### config.mk
export PLATFORM = sky130hd
export DESIGN_NAME = wormhole_output_arbiter
export DESIGN_NICKNAME = d
export VERILOG_FILES = /design/src/rtl/noc_pkg.sv /design/src/rtl/rr_picker.sv /design/src/rtl/wormhole_output_arbiter.sv
export SDC_FILE = /design/constraint.sdc
export NUM_CORES = 1
export LEC_CHECK = 0
export CORE_MARGIN = 2
export CORE_UTILIZATION = 59
export CTS_CLUSTER_SIZE = 8
export DETAILED_ROUTE_END_ITERATION = 7
export PLACE_DENSITY = 0.87
export SLEW_MARGIN = 30
export SYNTH_ARGS = -nofsm -noshare
export SYNTH_HDL_FRONTEND = slang
export SYNTH_SLANG_ARGS = --single-unit
### constraint.sdc
create_clock -name clk -period 8.77 [get_ports clk]
set_clock_uncertainty 0.15 [all_clocks]
set_input_delay 1.3155 -clock clk [delete_from_list [all_inputs] [get_ports clk]]
set_output_delay 1.3155 -clock clk [all_outputs]
set_load 0.005 [all_outputs]
### src/rtl/noc_pkg.sv
// noc: shared flit-kind encoding and port indices for the 5-port mesh router
package noc;
    localparam int kNumPorts = 5;
    localparam int kPortN = 0;
    localparam int kPortS = 1;
    localparam int kPortW = 2;
    localparam int kPortE = 3;
    localparam int kPortP = 4;
    typedef enum logic [1:0] {
        kFlitBody   = 2'b00,
        kFlitTail   = 2'b01,
        kFlitHead   = 2'b10,
        kFlitSingle = 2'b11
    } flit_kind_t;
    // Head and single-flit kinds both open a packet; tail and single both close one.
    function automatic logic opens_packet(input flit_kind_t k);
        return k == kFlitHead || k == kFlitSingle;
    endfunction
    function automatic logic closes_packet(input flit_kind_t k);
        return k == kFlitTail || k == kFlitSingle;
    endfunction
endpackage

### src/rtl/rr_picker.sv
// rr_picker: round-robin pick of the first candidate at or after ptr
module rr_picker #(
    parameter int PORTS = 5,
    parameter int IDX_W = 3
) (
    input  logic [PORTS-1:0] cand,
    input  logic [IDX_W-1:0] ptr,
    output logic [PORTS-1:0] pick,
    output logic [IDX_W-1:0] pick_idx,
    output logic             any
);
    logic [PORTS-1:0] rot;
    // Rotating the doubled vector right by ptr puts the search start at bit 0.
    assign rot = PORTS'({cand, cand} >> ptr);
    // Priority-encode the rotated vector, then map the offset back to a port index.
    always_comb begin
        pick = '0;
        pick_idx = '0;
        any = 1'b0;
        for (int i = PORTS - 1; i >= 0; i--) begin
            if (rot[i]) begin
                any = 1'b1;
                pick_idx = IDX_W'((int'(ptr) + i) % PORTS);
            end
        end
        if (any) pick[pick_idx] = 1'b1;
    end
endmodule

### src/rtl/wormhole_output_arbiter.sv
// wormhole_output_arbiter: round-robin output-port scheduler that locks a grant for a whole packet
module wormhole_output_arbiter
    import noc::*;
#(
    parameter int PORTS = kNumPorts,
    parameter int IDX_W = 3,
    parameter int CNT_W = 8
) (
    input  logic               clk,
    input  logic               rst,
    input  logic [PORTS-1:0]   req,
    input  logic [2*PORTS-1:0] flit_kind,
    input  logic               stop_in,
    output logic [PORTS-1:0]   grant,
    output logic [IDX_W-1:0]   grant_idx,
    output logic               busy,
    output logic               xfer,
    output logic [PORTS-1:0]   pop,
    output logic [CNT_W-1:0]   flit_count
);
    typedef enum logic {IDLE, LOCKED} state_t;
    state_t           state, state_n;
    logic [PORTS-1:0] grant_n, cand, pick;
    logic [IDX_W-1:0] idx_n, ptr, ptr_n, pick_idx;
    logic [CNT_W-1:0] cnt_n;
    logic             any;
    flit_kind_t       cur_kind;
    // Only flits that open a packet may win arbitration.
    always_comb begin
        cand = '0;
        for (int i = 0; i < PORTS; i++) cand[i] = req[i] & opens_packet(flit_kind_t'(flit_kind[2*i +: 2]));
    end
    rr_picker #(.PORTS(PORTS), .IDX_W(IDX_W)) u_pick (
        .cand     (cand),
        .ptr      (ptr),
        .pick     (pick),
        .pick_idx (pick_idx),
        .any      (any)
    );
    assign cur_kind = flit_kind_t'(flit_kind[2*int'(grant_idx) +: 2]);
    assign busy     = state == LOCKED;
    assign xfer     = busy & req[grant_idx] & ~stop_in;
    assign pop      = grant & {PORTS{xfer}};
    // Next-state: grant a new packet from IDLE, count flits and release on the closing flit.
    always_comb begin
        state_n = state;
        grant_n = grant;
        idx_n = grant_idx;
        cnt_n = flit_count;
        ptr_n = ptr;
        if (state == IDLE) begin
            if (any) begin
                state_n = LOCKED;
                grant_n = pick;
                idx_n = pick_idx;
                cnt_n = '0;
            end
        end else if (xfer) begin
            cnt_n = (&flit_count) ? flit_count : flit_count + 1'b1;
            if (closes_packet(cur_kind)) begin
                state_n = IDLE;
                grant_n = '0;
                idx_n = '0;
                ptr_n = (int'(grant_idx) == PORTS - 1) ? '0 : grant_idx + 1'b1;
            end
        end
    end
    // State register with synchronous active-low reset; reset aborts any lock.
    always_ff @(posedge clk) begin
        if (!rst) begin
            state <= IDLE;
            grant <= '0;
            grant_idx <= '0;
            flit_count <= '0;
            ptr <= '0;
        end else begin
            state <= state_n;
            grant <= grant_n;
            grant_idx <= idx_n;
            flit_count <= cnt_n;
            ptr <= ptr_n;
        end
    end
endmodule

==> results.toml <==
[hold_path]
hold_path_class = "reg -> reg"

[yosys]
netlist_area_sq_mm = 0.00244
synth_edf_count = 0
synth_top_family_by_area = "compound AO/OA/AOI/OAI gates"
syn_area_per_cell_sq_um = 8.12
ys_ff_latch = 20
synth-simple-area-share_pct = 25.7
ys_types = 74
synth_compound_area_share_pct = 26.9
seq_area_frac_synth_pct = 16.4
synthCells = 301
synth_adder_area_share_pct = 11.8
syn_nets = 342
synthMuxAreaShare_pct = 9.01
synth_xor_area_share_pct = 3.53
async_flop_share_pct = 0
ys_warn_count = 0
ys.flop_type = "dfxtp_1"

[clock_tree]
cts.path.max_buffers = 2
clkLatencyLatePin_ns = 0.25
cts-root-buf = "clkbuf_8"
htreeDepth = 1
clkTransAtPathRegs_ns = 0.07
numCtsBuffers = 3
post_cts_buffers = 0
cts_tree = "built"
post_cts_resized = 0
clock-sinks = 20
cts_hold_buf = 0

[floorplan]
dieWidth_microns = 68.4
die_h_microns = 68.4
core_area_sq_mm = 0.00400
die_area_sq_mm = 0.00467
row_count = 23
initial_core_util_pct = 61.1
ios = 41

[place]
place_congestion = 0.850
placed_area_sq_mm = 0.00284
port_buffers = 40
hpwl_microns = 4420

[pwr]
peakVddDrop_mv = 0.128
power_leakage_nw = 1.09
cellPowerDensity_mw_per_mm2 = 116
power_switching_mw = 0.124
sequentialPowerShare_pct = 32.3
swShare_pct = 37.1
clkPwrFrac_pct = 20.3
p_comb_share_pct = 47.4
power_mw = 0.336
internal_power_mw = 0.211

[setup_path]
critPathMaxFanout = 9
cp-start-kind = "primary input"
cp_data_required_time_ns = 7.30
crit_family = "buffers and inverters"
crit_slowest_cell = "clkdlybuf4s50_1"
cp.buffers_inverters = 2
cp.arrival_ns = 3.35
slowest_delay_ns = 0.56
cp_common_cell = "clkdlybuf4s50_1"
end_kind = "output pin"
criticalPathCategory = "in -> out"
path_cells = "clkdlybuf4s50_1 > mux4_2 > a32oi_1 > nor3_2 > and2_1 > clkdlybuf4s50_1"

[cells_and_area]
multi_input_area_sq_mm = 0.00188
finish.net_count = 375
antenna_cells = 0
design_area_sq_mm = 0.00290
syn2layout_area_growth_pct = 18.6
seq_area_sq_um = 400
final_layout_size_suffix_gt1_share_pct = 9.91
fill_cells = 296

[timing]
finalCriticalPeriod_ns = 4.82
setup_violations = 0
finalMaxSlewViolations = 0
rsz0062_at_grt = "no"
fin_crit_sh_pct = 55.0
tightest_slew_ns = 0.960
setup_tns_ns = 0
slew_headroom_pct = 35.9
clock.fmax_ghz = 0.207
finalHoldViolCount = 0

[global_routing]
antenna_found_initial = 0
grt_pass1_vias = 2097
grt_max_degree = 31
overflow = 0
grt_pass1_wl_microns = 9340
grt_usage_pct = 25.5

[detailed_routing]
ant_nets = 0
via_per_inst = 6.25
detail_route.wirelength_microns = 5900
drt-initial-drc-count = 191
first_pass_iters = 4
vias = 2393
post-route-drc-count = 0
wl_per_cell_microns = 15.4

[run]
cap_violations = 0

[outcome]
status = "finished clean"
## logic make-up after synthesis
logic type      count (synthesis)
flops                          20
mux                            12
buf+inv                        36
compound gates                 87
xor+xnor                        9
simple gates                  114
fa+ha+maj                      23
## layer usage
metal  vias to the layer above  part of all wire (%)  track usage, %
li1                       1183                     -               -
met1                      1132                    45            34.6
met2                        73                    49            44.3
met3                         5                   5.8            1.97
met4                         0                  0.54            4.50
met5                         -                     0               0
## sequential cells by signal, indices dropped and copies added (netlist names)
name and cells:
busy 1, grant 5, ptr 3, grant_idx 3, flit_count 8
## through the flow
step           utilization (%)  hold WS [ns]  std cells  setup slack (ns)
2_1_floorplan                -         0.309        301              5.10
3_3_place_gp              71.1         0.321        379              4.06
3_5_place_dp              71.1         0.320        379              3.99
4_1_cts                   72.5         0.339        383              3.97
5_1_grt                   72.5         0.367        383              3.83
6_report                  72.5         0.334        383              3.95
## tightest hold or removal path: cells and delay by family, from the launching register on
kind	cells	cell delay [ns]
DFF	1	0.33
and+or+nand+nor	1	0.06
AOI/OAI and AO/OA	1	0.06
## final timing paths
check	from	end	slack (ns)	cells past startpoint
setup / recovery	req[3]	pop[4]	3.95	6
hold / removal	grant[1]	grant[1]	0.33	2
setup reg to reg	ptr[2]	grant[3]	4.61	12
hold reg to reg	grant[1]	grant[1]	0.33	2
## layout by cell type, fill, tap and decap left out, types with 5 or more instances in the layout
cell type and n:
nand4_1 5, xnor2_1 5, or3_1 6, dfxtp_1 20
mux4_2 6, nand2_1 24, nand3_1 6, nor2b_1 5
inv_1 19, o21ai_0 9, a31oi_1 5, nor3_1 7
and2_1 13, ha_1 23, clkdlybuf4s50_1 40, a21oi_1 23
nor2_1 26
## area by class of cell
type                    count  share of cell area [%]
clock buffers               4                    1.90
inverters                  22                    2.93
multi-input cells         245                    64.9
flip-flops and latches     20                    13.8
well taps                  50                    2.16
repair buffers             42                    14.3
## cells in the mapped netlist (3+ instances only)
cell / count / area (sq um)
a211oi_1: 4 / 30.0
a21oi_1: 23 / 115
a22o_1: 3 / 26.3
a31o_2: 3 / 26.3
a31oi_1: 5 / 31.3
and2_1: 13 / 81.3
buf_2: 5 / 25.0
buf_4: 3 / 22.5
clkbuf_1: 4 / 15.0
dfxtp_1: 20 / 400
ha_1: 23 / 288
inv_1: 19 / 71.3
mux2i_1: 4 / 40.0
mux4_2: 6 / 135
nand2_1: 24 / 90.1
nand2b_1: 4 / 25.0
nand3_1: 6 / 30.0
nand4_1: 5 / 31.3
nor2_1: 26 / 97.6
nor2b_1: 5 / 31.3
nor3_1: 7 / 35.0
o211ai_1: 3 / 22.5
o21ai_0: 9 / 45.0
or3_1: 6 / 37.5
or4_1: 3 / 22.5
xnor2_1: 5 / 43.8
xor2_1: 3 / 26.3
## power groups by stage
stage | Combinational (mW) | Clock [mW] | Sequential [mW]
floorplan | 0.114 | 0 | 0.107
global placement | 0.153 | 0 | 0.110
detailed placement | 0.156 | 0 | 0.110
CTS | 0.158 | 0.0694 | 0.108
global route | 0.175 | 0.0738 | 0.110
finish | 0.159 | 0.0682 | 0.109
Power figures use the tool's default switching activity.
